===== src/rtl/fb_writer.sv =====
// fb_writer: framebuffer write stage.
// Wishbone slave in, FWFT FIFO, Wishbone master write bursts out.
// Raster addresses are generated internally by an incrementing register.
// Optional feature macro: FB_WRITER_FRAME_EN enables the frame_done / frame_cnt logic.
module fb_writer #(
  parameter int          HDISP      = 640,
  parameter int          VDISP      = 480,
  parameter logic [31:0] BASE_ADDR  = 32'h0000_0000,
  parameter int          FIFO_DEPTH = 16,
  parameter int          BURST_LEN  = 8
) (
  input  logic                          clk,
  input  logic                          rst,
  input  logic                          s_cyc,
  input  logic                          s_stb,
  input  logic [15:0]                   s_dat,
  output logic                          s_ack,
  output logic                          m_cyc,
  output logic                          m_stb,
  output logic                          m_we,
  output logic [1:0]                    m_sel,
  output logic [31:0]                   m_adr,
  output logic [15:0]                   m_dat,
  input  logic                          m_ack,
  output logic [$clog2(FIFO_DEPTH):0]   fifo_level,
  output logic                          frame_done,
  output logic [7:0]                    frame_cnt
);

  localparam int NPIX  = HDISP * VDISP;
  localparam int PIX_W = (NPIX > 1) ? $clog2(NPIX) : 1;
  localparam int AW    = $clog2(FIFO_DEPTH);
  localparam int LW    = AW + 1;
  localparam int CW    = $clog2(BURST_LEN + 1);

  typedef enum logic [1:0] {IDLE, BURST, GAP} state_t;

  state_t           state_q, state_d;
  logic             m_cyc_q, m_cyc_d;
  logic [15:0]      mem_q [FIFO_DEPTH];
  logic [AW-1:0]    wr_ptr_q, wr_ptr_d;
  logic [AW-1:0]    rd_ptr_q, rd_ptr_d;
  logic [LW-1:0]    level_q, level_d;
  logic [PIX_W-1:0] pix_q, pix_d;
  logic [31:0]      adr_q, adr_d;
  logic [CW-1:0]    bcnt_q, bcnt_d;

  logic full, empty, push, pop, last_pix;

  assign full     = (level_q == LW'(FIFO_DEPTH));
  assign empty    = (level_q == '0);
  assign s_ack    = rst & s_cyc & s_stb & ~full;
  assign push     = s_ack;
  // m_cyc_q is high exactly while the FSM sits in BURST
  assign m_stb    = m_cyc_q & ~empty;
  assign pop      = m_stb & m_ack;
  assign last_pix = (pix_q == PIX_W'(NPIX - 1));

  assign m_cyc      = m_cyc_q;
  assign m_we       = m_cyc_q;
  assign m_sel      = {2{m_cyc_q}};
  assign m_adr      = adr_q;
  assign m_dat      = mem_q[rd_ptr_q];
  assign fifo_level = level_q;

  // FIFO pointer and occupancy update
  always_comb begin
    wr_ptr_d = wr_ptr_q;
    rd_ptr_d = rd_ptr_q;
    level_d  = level_q;
    if (push) wr_ptr_d = wr_ptr_q + AW'(1);
    if (pop)  rd_ptr_d = rd_ptr_q + AW'(1);
    case ({push, pop})
      2'b10:   level_d = level_q + LW'(1);
      2'b01:   level_d = level_q - LW'(1);
      default: level_d = level_q;
    endcase
  end

  // Raster pixel index and byte address, wrapping at end of frame
  always_comb begin
    pix_d = pix_q;
    adr_d = adr_q;
    if (pop) begin
      if (last_pix) begin
        pix_d = '0;
        adr_d = BASE_ADDR;
      end else begin
        pix_d = pix_q + PIX_W'(1);
        adr_d = adr_q + 32'd2;
      end
    end
  end

  // Master burst FSM next state; IDLE also reacts to a same-cycle push so the
  // first word can be acked one edge after it is written
  always_comb begin
    state_d = state_q;
    bcnt_d  = bcnt_q;
    case (state_q)
      IDLE: begin
        if (!empty || push) state_d = BURST;
      end
      BURST: begin
        if (pop) begin
          bcnt_d = bcnt_q + CW'(1);
          if (bcnt_d == CW'(BURST_LEN) || level_d == '0) state_d = GAP;
        end
      end
      GAP: begin
        bcnt_d  = '0;
        state_d = IDLE;
      end
      default: state_d = IDLE;
    endcase
    m_cyc_d = (state_d == BURST);
  end

  // FSM, FIFO control and address registers
  always_ff @(posedge clk) begin
    if (!rst) begin
      state_q  <= IDLE;
      m_cyc_q  <= 1'b0;
      wr_ptr_q <= '0;
      rd_ptr_q <= '0;
      level_q  <= '0;
      pix_q    <= '0;
      adr_q    <= BASE_ADDR;
      bcnt_q   <= '0;
    end else begin
      state_q  <= state_d;
      m_cyc_q  <= m_cyc_d;
      wr_ptr_q <= wr_ptr_d;
      rd_ptr_q <= rd_ptr_d;
      level_q  <= level_d;
      pix_q    <= pix_d;
      adr_q    <= adr_d;
      bcnt_q   <= bcnt_d;
    end
  end

  // FIFO storage write (push already gated by reset)
  always_ff @(posedge clk) begin
    if (push) mem_q[wr_ptr_q] <= s_dat;
  end

`ifdef FB_WRITER_FRAME_EN
  logic       frame_done_q, frame_done_d;
  logic [7:0] frame_cnt_q, frame_cnt_d;

  // End-of-frame detection on the ack of the last pixel
  always_comb begin
    frame_done_d = pop & last_pix;
    frame_cnt_d  = frame_cnt_q;
    if (frame_done_d) frame_cnt_d = frame_cnt_q + 8'd1;
  end

  // Frame pulse and counter registers
  always_ff @(posedge clk) begin
    if (!rst) begin
      frame_done_q <= 1'b0;
      frame_cnt_q  <= '0;
    end else begin
      frame_done_q <= frame_done_d;
      frame_cnt_q  <= frame_cnt_d;
    end
  end

  assign frame_done = frame_done_q;
  assign frame_cnt  = frame_cnt_q;
`else
  assign frame_done = 1'b0;
  assign frame_cnt  = '0;
`endif

endmodule


===== config.mk =====
export PLATFORM = sky130hd
export DESIGN_NAME = fb_writer
export DESIGN_NICKNAME = d
export VERILOG_FILES = /design/src/rtl/fb_writer.sv
export SDC_FILE = /design/constraint.sdc
export NUM_CORES = 1
export LEC_CHECK = 0
export BUFFER_PORTS_ARGS = -buffer_cell sky130_fd_sc_hd__buf_2
export CAP_MARGIN = 15
export CORE_MARGIN = 3
export CORE_UTILIZATION = 60
export DETAILED_ROUTE_END_ITERATION = 8
export HOLD_SLACK_MARGIN = 0.05
export PLACE_DENSITY = 0.79
export RECOVER_POWER = 25
export SLEW_MARGIN = 20
export SYNTH_ARGS = -nofsm -noshare
export SYNTH_HDL_FRONTEND = slang
export SYNTH_SLANG_ARGS = --single-unit

===== constraint.sdc =====
create_clock -name clk -period 4.45 [get_ports clk]
set_clock_uncertainty 0.15 [all_clocks]
set_input_delay 0.445 -clock clk [delete_from_list [all_inputs] [get_ports clk]]
set_output_delay 0.445 -clock clk [all_outputs]
set_load 0.01 [all_outputs]

==> impl_metrics.toml <==
[run_status]
run_status = "complete, no violations"

[cells_and_area]
fillers = 1401
syn_to_final_growth_pct = 13.0
layout-drive-gt1-share_pct = 28.0
finalNetCount = 935
n_antenna_cell = 0

[global_routing]
grt_usage_pct = 23.0
grt_max_degree = 46
grt_first_pass_wirelength_um = 42500
antenna_found_initial = 0
gr-total-overflow = 0
grt_pass1_vias = 7354

[run]
cap_violations = 0

[drt]
drt-met1-wl_um = 11200
viasPerCell = 6.11
drtAntennaViolNets = 0
drc = 0
wl_per_cell_um = 22.8
wl_um = 27600
highest_layer = "met4"
wl_met3_um = 1900
wl_met2_um = 13700
vias = 7379
drt_iter0_drc = 599
dr.pass1.iters = 5

[setup_path]
crit_fanout = 10
start_kind = "flip-flop"
required_ps = 4700
endpoint_kind = "flip-flop"
critPathKind = "reg -> reg"
critPathArrivalTime_ps = 3870

[pwr]
ir_worst_vdd_v = 0.000275
p_leak_nw = 4.98
power_per_cell_area_mw_per_mm2 = 412
finalPower_mw = 6.32

[floorplan]
dieArea_mm2 = 0.0245
die_x_um = 156
rows = 54
start_util_pct = 61.7
io_pins = 89
fp.dieH_um = 156
placeableCoreArea_mm2 = 0.0220

[clock_tree]
holdBufCountCts = 0
cts.sinks = 330
cts-htree-levels = 2
cts_buffers = 34
cts.clk_slew.worst_paths_ps = 60
postCtsSetupBuffers = 0
tritoncts = "yes"
cts-root-buf = "clkbuf_16"
clk_path_buf_depth = 3
clk_latency_ps = 510
cts-resized-gates = 0

[timing]
slew_violations = 0
tns_ps = 0
max_slew_margin_pct = 44.2
rsz0062_at_grt = "no"
final_hold_viol_count = 0
worst_pin_slew_ps = 836
min_period_over_period_pct = 81.5
setup_violations = 0
finalCriticalPeriod_ps = 3630
max_freq_ghz = 0.276

[placement]
hpwlAfterDp_um = 16000
routabilityCongestion = 0.816
io_buffers = 78

[synthesis]
synth_top_area_cell = "edfxtp_1"
ys_async_sr_fraction_pct = 0
synth-seq-cells = 330
synth_area_leaders = "edfxtp_1 (57%), mux4_2 (13%), dfxtp_1 (11%), xnor2_1 (2.1%), nor2_1 (1.2%)"
synth_top_area_share_pct = 56.6
ys_seq_area_share_pct = 67.5
ys.flop_type = "edfxtp_1"
yosysWarnings = 0
synth-edff-count = 256
netlist_instances = 816
syn_area_mm2 = 0.0136
synth.distinct_cells = 59
synth_area_per_cell_um2 = 16.7

[hold_path]
hp-class = "in -> reg"
-- cell families (layout without fill, tap and decap cells) --
logic type	count (synthesis)	in the layout	synth area share, %
flops	330	330	67.5
simple gates	211	211	8.53
mux	87	87	13.8
buf+inv	68	171	2.82
compound gates	64	64	3.50
xor+xnor	44	44	2.84
fa+ha+maj	11	11	1.01
other cells	1	10	0.0276
-- stage by stage --
step	hold slack (ps)	setup WS, ps	util [%]	instance area, µm²	instances
2_1_floorplan	311	895	-	13600	825
3_3_place_gp	311	927	64.7	14200	1147
6_report	178	823	69.7	15400	1208
5_1_grt	177	554	69.7	15400	1208
4_1_cts	137	836	69.7	15400	1208
3_5_place_dp	335	853	64.7	14200	1147
-- power by group --
group / switching [mW] / internal (mW) / total [mW] / leakage [nW]
combinational: 0.100 / 0.0617 / 0.162 / 1.53
sequential: 0.0199 / 3.33 / 3.35 / 2.90
clock: 1.14 / 1.67 / 2.81 / 0.549
total: 1.26 / 5.06 / 6.32 / 4.98
-- layer usage --
metal | up-vias | track usage, %
met3 | 62 | 4.26
met2 | 304 | 37.8
met4 | 0 | 8.30
met5 | - | 0
met1 | 3672 | 31.2
li1 | 3341 | -
-- layout make-up --
cell class | count | area [µm²] | area share, %
clock buffer | 42 | 923 | 6.01
clock inverter | 19 | 191 | 1.25
inverter | 15 | 58.8 | 0.383
multi-input combinational | 427 | 4130 | 26.9
sequential | 330 | 9180 | 59.7
tap | 280 | 350 | 2.28
timing repair buffer | 95 | 524 | 3.41
-- sequential cells by signal, indices dropped and copies added, names as in the netlist, named ones only --
register,flops
mem_q,256
m_adr,31
pix_q,19
fifo_level,5
bcnt_q,4
rd_ptr_q,4
wr_ptr_q,4
state_q,2
m_cyc,1
-- synthesized netlist by cell type, types with 3 or more instances --
cell / n
a21oi_1: 8
nor2_1: 43
nand2_1: 37
nand2b_1: 4
o31ai_1: 5
dfxtp_1: 74
and2_1: 13
inv_1: 14
nand2_2: 3
o21a_1: 3
ha_1: 11
nand4_1: 15
xnor2_1: 32
nor3_1: 16
mux2i_1: 5
and4_1: 6
nor3b_1: 3
nand3_1: 22
nand3b_1: 3
a21oi_2: 10
nor2_2: 7
o211ai_1: 5
edfxtp_1: 256
o21ai_0: 16
xor2_1: 12
a21boi_0: 3
nor4_1: 3
or4_1: 4
buf_6: 8
nor2b_1: 6
and3_1: 7
or3_1: 9
clkbuf_1: 19
buf_2: 10
mux4_2: 80
buf_4: 14
-- critical path, cell delays in order (launching register included) --
cell and delay (ps):
dfxtp_1 380, or4_4 660, o2111a_1 400, inv_1 160, ha_1 360, xor2_1 110, ha_1 250, nand3b_1 110
a21oi_1 70, o311ai_0 440, nand4_1 230, o21a_1 220
-- worst paths after layout --
kind	startpoint	to	slack, ps	cells past startpoint
setup / recovery	fifo_level[0]	m_cyc	820	11
hold / removal	s_dat[14]	mem_q[4][14]	180	1
setup reg to reg	fifo_level[0]	m_cyc	820	11
hold reg to reg	pix_q[1]	pix_q[1]	350	2
-- cells in the final DEF, fill, tap and decap left out, drive strengths merged, types with 18 or more instances in the layout --
cell type	n
a21oi	18
buf	80
clkbuf	57
dfxtp	74
edfxtp	256
inv	18
mux4	80
nand2	41
nand3	22
nor2	50
xnor2	32
(Power assumes the default switching activity.)
